**src/rtl/store_sequencer.sv**
```systemverilog
// Store sequencer: drives the memory port for sw (direct write) and sh/sb
// (read-modify-write into the low lane of the word), then pulses done.
module store_sequencer #(
  parameter int MEM_LAT = 2,
  parameter int CNT_W   = 4
) (
  input  logic        clk,
  input  logic        reset,
  input  logic        start,
  input  logic [1:0]  store_type,
  input  logic [31:0] addr,
  input  logic [31:0] regB,
  input  logic [31:0] mem_rdata,
  output logic [31:0] mem_addr,
  output logic        mem_wr,
  output logic [31:0] mem_wdata,
  output logic        busy,
  output logic        done,
  output logic        error
);

  typedef enum logic [1:0] {
    IDLE,
    READ_WAIT,
    WRITE,
    DONE
  } state_e;

  localparam logic [1:0] TYPE_SW = 2'b00;
  localparam logic [1:0] TYPE_SH = 2'b01;
  localparam logic [1:0] TYPE_SB = 2'b10;
  localparam logic [CNT_W-1:0] CNT_LAST = CNT_W'(MEM_LAT - 1);

  state_e           state_q;
  logic [CNT_W-1:0] cnt_q;
  logic [1:0]       type_q;
  logic [15:0]      regb_lo_q;
  logic [31:0]      mem_addr_q;
  logic [31:0]      mem_wdata_q;
  logic             mem_wr_q;
  logic             busy_q;
  logic             done_q;
  logic             error_q;
  logic [31:0]      merge_d;

  // Low-lane replacement only; addr[1:0] never steers the byte/half position.
  // NOTE: merge_d gets a full default first so no path leaves it unassigned (no latch).
  always_comb begin
    merge_d = mem_rdata;
    if (type_q == TYPE_SH) begin
      merge_d[15:0] = regb_lo_q;
    end else if (type_q == TYPE_SB) begin
      merge_d[7:0] = regb_lo_q[7:0];
    end
  end

  always_ff @(posedge clk or posedge reset) begin
    if (reset) begin
      state_q     <= IDLE;
      cnt_q       <= '0;
      type_q      <= TYPE_SW;
      regb_lo_q   <= '0;
      mem_addr_q  <= '0;
      mem_wdata_q <= '0;
      mem_wr_q    <= 1'b0;
      busy_q      <= 1'b0;
      done_q      <= 1'b0;
      error_q     <= 1'b0;
    end else begin
      // NOTE: pulse outputs default low each cycle; non-blocking so every
      // branch below sees the pre-edge values of all state registers.
      mem_wr_q    <= 1'b0;
      mem_wdata_q <= '0;
      done_q      <= 1'b0;
      error_q     <= 1'b0;

      unique case (state_q)
        IDLE: begin
          if (start) begin
            mem_addr_q <= addr;
            regb_lo_q  <= regB[15:0];
            type_q     <= store_type;
            busy_q     <= 1'b1;
            unique case (store_type)
              TYPE_SW: begin
                state_q     <= WRITE;
                mem_wr_q    <= 1'b1;
                mem_wdata_q <= regB;
              end
              TYPE_SH, TYPE_SB: begin
                state_q <= READ_WAIT;
                cnt_q   <= '0;
              end
              default: begin
                state_q <= DONE;
                done_q  <= 1'b1;
                error_q <= 1'b1;
              end
            endcase
          end
        end

        READ_WAIT: begin
          if (cnt_q == CNT_LAST) begin
            state_q     <= WRITE;
            mem_wr_q    <= 1'b1;
            mem_wdata_q <= merge_d;
          end else begin
            cnt_q <= cnt_q + CNT_W'(1);
          end
        end

        WRITE: begin
          state_q <= DONE;
          done_q  <= 1'b1;
        end

        DONE: begin
          state_q <= IDLE;
          busy_q  <= 1'b0;
        end
      endcase
    end
  end

  assign mem_addr  = mem_addr_q;
  assign mem_wr    = mem_wr_q;
  assign mem_wdata = mem_wdata_q;
  assign busy      = busy_q;
  assign done      = done_q;
  assign error     = error_q;

endmodule

```
**config.mk**
```make
export PLATFORM = sky130hd
export DESIGN_NAME = store_sequencer
export DESIGN_NICKNAME = d
export VERILOG_FILES = /design/src/rtl/store_sequencer.sv
export SDC_FILE = /design/constraint.sdc
export NUM_CORES = 1
export LEC_CHECK = 0
export ABC_CLOCK_PERIOD_IN_PS = 2700
export BUFFER_PORTS_ARGS = -buffer_cell sky130_fd_sc_hd__buf_2
export CAP_MARGIN = 20
export CELL_PAD_IN_SITES_DETAIL_PLACEMENT = 0
export CELL_PAD_IN_SITES_GLOBAL_PLACEMENT = 1
export CORE_UTILIZATION = 33
export DETAILED_ROUTE_END_ITERATION = 10
export PLACE_DENSITY_LB_ADDON = 0.1
export SLEW_MARGIN = 10
export SYNTH_ARGS = -nofsm -noshare
export SYNTH_HDL_FRONTEND = slang
export SYNTH_SLANG_ARGS = --single-unit
```
**constraint.sdc**
```tcl
create_clock -name clk -period 2.7 [get_ports clk]
set_clock_uncertainty 0.15 [all_clocks]
set_input_delay 0.27 -clock clk [delete_from_list [all_inputs] [get_ports clk]]
set_output_delay 0.27 -clock clk [all_outputs]
set_load 0.01 [all_outputs]
```
==> results by group <==
Floorplan
  – IO Count: 169
  – Die ar.: 0.0120 mm^2
  – CORE AREA: 0.0110 mm^2
  – Site row count: 38
  – Initial Utilization: 34.6%
  – Die width: 110 um
  – Die Span Y: 110 um

Timing
  – Count of final hold-check violations: 0
  – Setup TNS: 0 ns
  – Final setup fails: 0
  – Relative slew slack: 53.0%
  – Hold slack: 0.0132 ns
  – Post-route setup slack: 0.208 ns
  – Final period demand of the worst path: 2.49 ns
  – Max-slew violations: 0
  – RSZ-0062 raised after global routing: no
  – Fmax: 0.401 GHz
  – Fin crit share: 92.3%
  – Worst-Margin Slew: 0.704 ns

Finish
  – Leading cell types in the layout, fill and taps excluded: buf_2 (168), dfrtp_1 (92), dlygate4sd3_1 (72)
  – Fillers: 965
  – Layout cell share with drive strength beyond 1: 46.7%
  – Finished Core Util: 52.9%
  – Multi-input logic area: 0.00140 mm^2
  – Final #Nets: 631
  – Most common cell after layout, fill and taps aside: buf_2
  – Post-route cell area: 0.00584 mm^2
  – Diode count: 0
  – Layout overhead on the synthesized area: 53.0%
  – Register area: 0.00230 mm^2
  – Post-Layout Cell Count: 665

Clock tree
  – CTS Root Cell: clkbuf_16
  – Clk sinks: 92
  – CTS tree: yes
  – Longest Clk Path Bufs: 2
  – Clock-pin slew on the worst setup and hold paths: 0.06 ns
  – Total CTS buffers: 9
  – Worst-Skew Late Latency: 0.35 ns
  – Post-CTS Setup Repair Bufs: 0
  – CTS H-tree lvls: 3

Synthesis
  – Mapped cell area: 0.00381 mm^2
  – Post-synthesis cell type count: 34
  – Register bit total from synthesis: 92
  – Post-synth ARST share: 100%
  – Syn. warnings: 0
  – Syn Inst Count: 279
  – Seq/Total Area, Yosys: 60.4%
  – Net Count, Synth: 388
  – Post-synth EDFFs: 0
  – Synth Flop Type: dfrtp_1
  – Post-Syn Area per Cell: 13.7 um^2

Placed design
  – Place WS: 0.724 ns
  – GP Congestion: 0.709
  – PortBufs: 168
  – DP Area: 0.00484 mm^2
  – Placed Instances: 579
  – Dpl hpwl: 6410 um

Global routing
  – Largest net degree at the start of global routing: 35
  – GRT Total Usage: 17.1%
  – Global-route track usage on met1: 18.1%
  – Most used routing layer: met2
  – GR Layer Usage met2: 30.7%
  – Initial antenna violation count: 0
  – Gr ovfl total: 0
  – Global routing usage on met3: 5.81%
  – First-pass GRT wire length: 15,100 um
  – Vias in the first global route: 3,224

Worst setup path
  – CP required: 2.83 ns
  – Crit. Startpoint: state_q[1]
  – Worst setup SP type: flip-flop
  – Worst EP arrival: 2.62 ns
  – CP endpoint kind: flip-flop
  – Crit Path Max Fanout: 26
  – Critical path class: flip-flop to flip-flop
  – Worst reg2reg path startpoint: state_q[1]

Pwr
  – Lkg Pwr: 2.99 nW
  – VDD IR-drop max: 536 uV
  – Tot Pwr: 5.49 mW
  – Power Density: 941 mW/mm^2

Routing
  – Initial DRC count: 90
  – Drt pass-1 iters: 4
  – Final WL: 9660 um
  – Drt drc: 0
  – Vias/cell: 4.63
  – WL/cell: 14.5 um
  – DR vias: 3,078
  – Antenna Violating Nets Remaining: 0

Worst hold path
  – Hold path start: addr[15]
  – Hold crit path type: primary input to flip-flop

Run status
  – Status: completed

Job
  – Max-cap viol count: 0
## cells in the mapped netlist (2+ instances only)
library cell | number | area share [%]
and3_1 | 3 | 0.49
nand2b_1 | 2 | 0.33
mux2_2 | 48 | 14
buf_2 | 13 | 1.7
ha_1 | 8 | 2.6
o21ai_1 | 9 | 1.2
o21ai_0 | 10 | 1.3
mux2i_1 | 18 | 4.7
a22o_1 | 16 | 3.7
o22ai_1 | 2 | 0.33
buf_4 | 2 | 0.39
inv_1 | 9 | 0.89
nand3_1 | 3 | 0.39
dfrtp_1 | 92 | 60
nand2_1 | 22 | 2.2
nand2_2 | 2 | 0.33
or2_2 | 2 | 0.33
o211ai_1 | 2 | 0.39
## where the power goes
part	internal, mW	switching (mW)	leakage [nW]
clock network	0.704	0.505	0.135
registers	1.91	0.258	1.16
logic	1.14	0.971	1.69
total	3.75	1.73	2.99
## worst max-delay path: stages, from the launching register on
cell and delay [ns]:
dfrtp_1 0.40, inv_1 0.11, ha_1 0.38, and3_1 0.44, buf_12 0.23, a22o_1 0.16, dlygate4sd3_1 0.55
## metal layers
layer  part of all wire (%)  up-vias
li1                       -     1469
met1                     40     1487
met2                     51      111
met3                    7.3       11
met4                    1.5        0
met5                      0        -
## state kept, by name, indices dropped and copies added (netlist names), 2 cells and up
register / count
mem_addr: 32
mem_wdata: 32
regb_lo_q: 16
cnt_q: 4
state_q: 2
type_q: 2
## cell families (layout without fill, tap and decap cells)
group	after synthesis	after routing	synth area share, %
compound gates	48	48	8.83
flops	92	92	60.4
fa+ha+maj	8	8	2.62
mux	66	66	18.9
xor+xnor	1	1	0.722
buf+inv	25	271	3.28
simple gates	39	39	5.28
## timing repair
item                                   4_1_cts  5_1_grt
hold buffers                                72        0
endpoints found under the hold margin       82        0
gates resized for setup                      0        0
## path summary, 6_finish.rpt
| path | endpoint | cells after the start | slack [ns] |
|---|---|---|---|
| worst min register to register | mem_addr[10] | 1 | 0.35 |
| worst min-delay path | mem_addr[15] | 2 | 0.01 |
| min in group asynchronous | done | 3 | 0.46 |
| worst max-delay path | mem_wdata[30] | 6 | 0.21 |
| max in group asynchronous | mem_addr[6] | 4 | 1.19 |
| worst max register to register | mem_wdata[30] | 6 | 0.21 |
## layout make-up
class / instances / area share [%]
flip-flops and latches: 92 / 39.5
repair buffers: 248 / 28.2
multi-input cells: 162 / 24.0
clock buffers: 11 / 3.99
well taps: 140 / 3.00
clock inverters: 3 / 0.686
inverters: 9 / 0.643
Note: power is estimated with default switching activity, not from simulation.
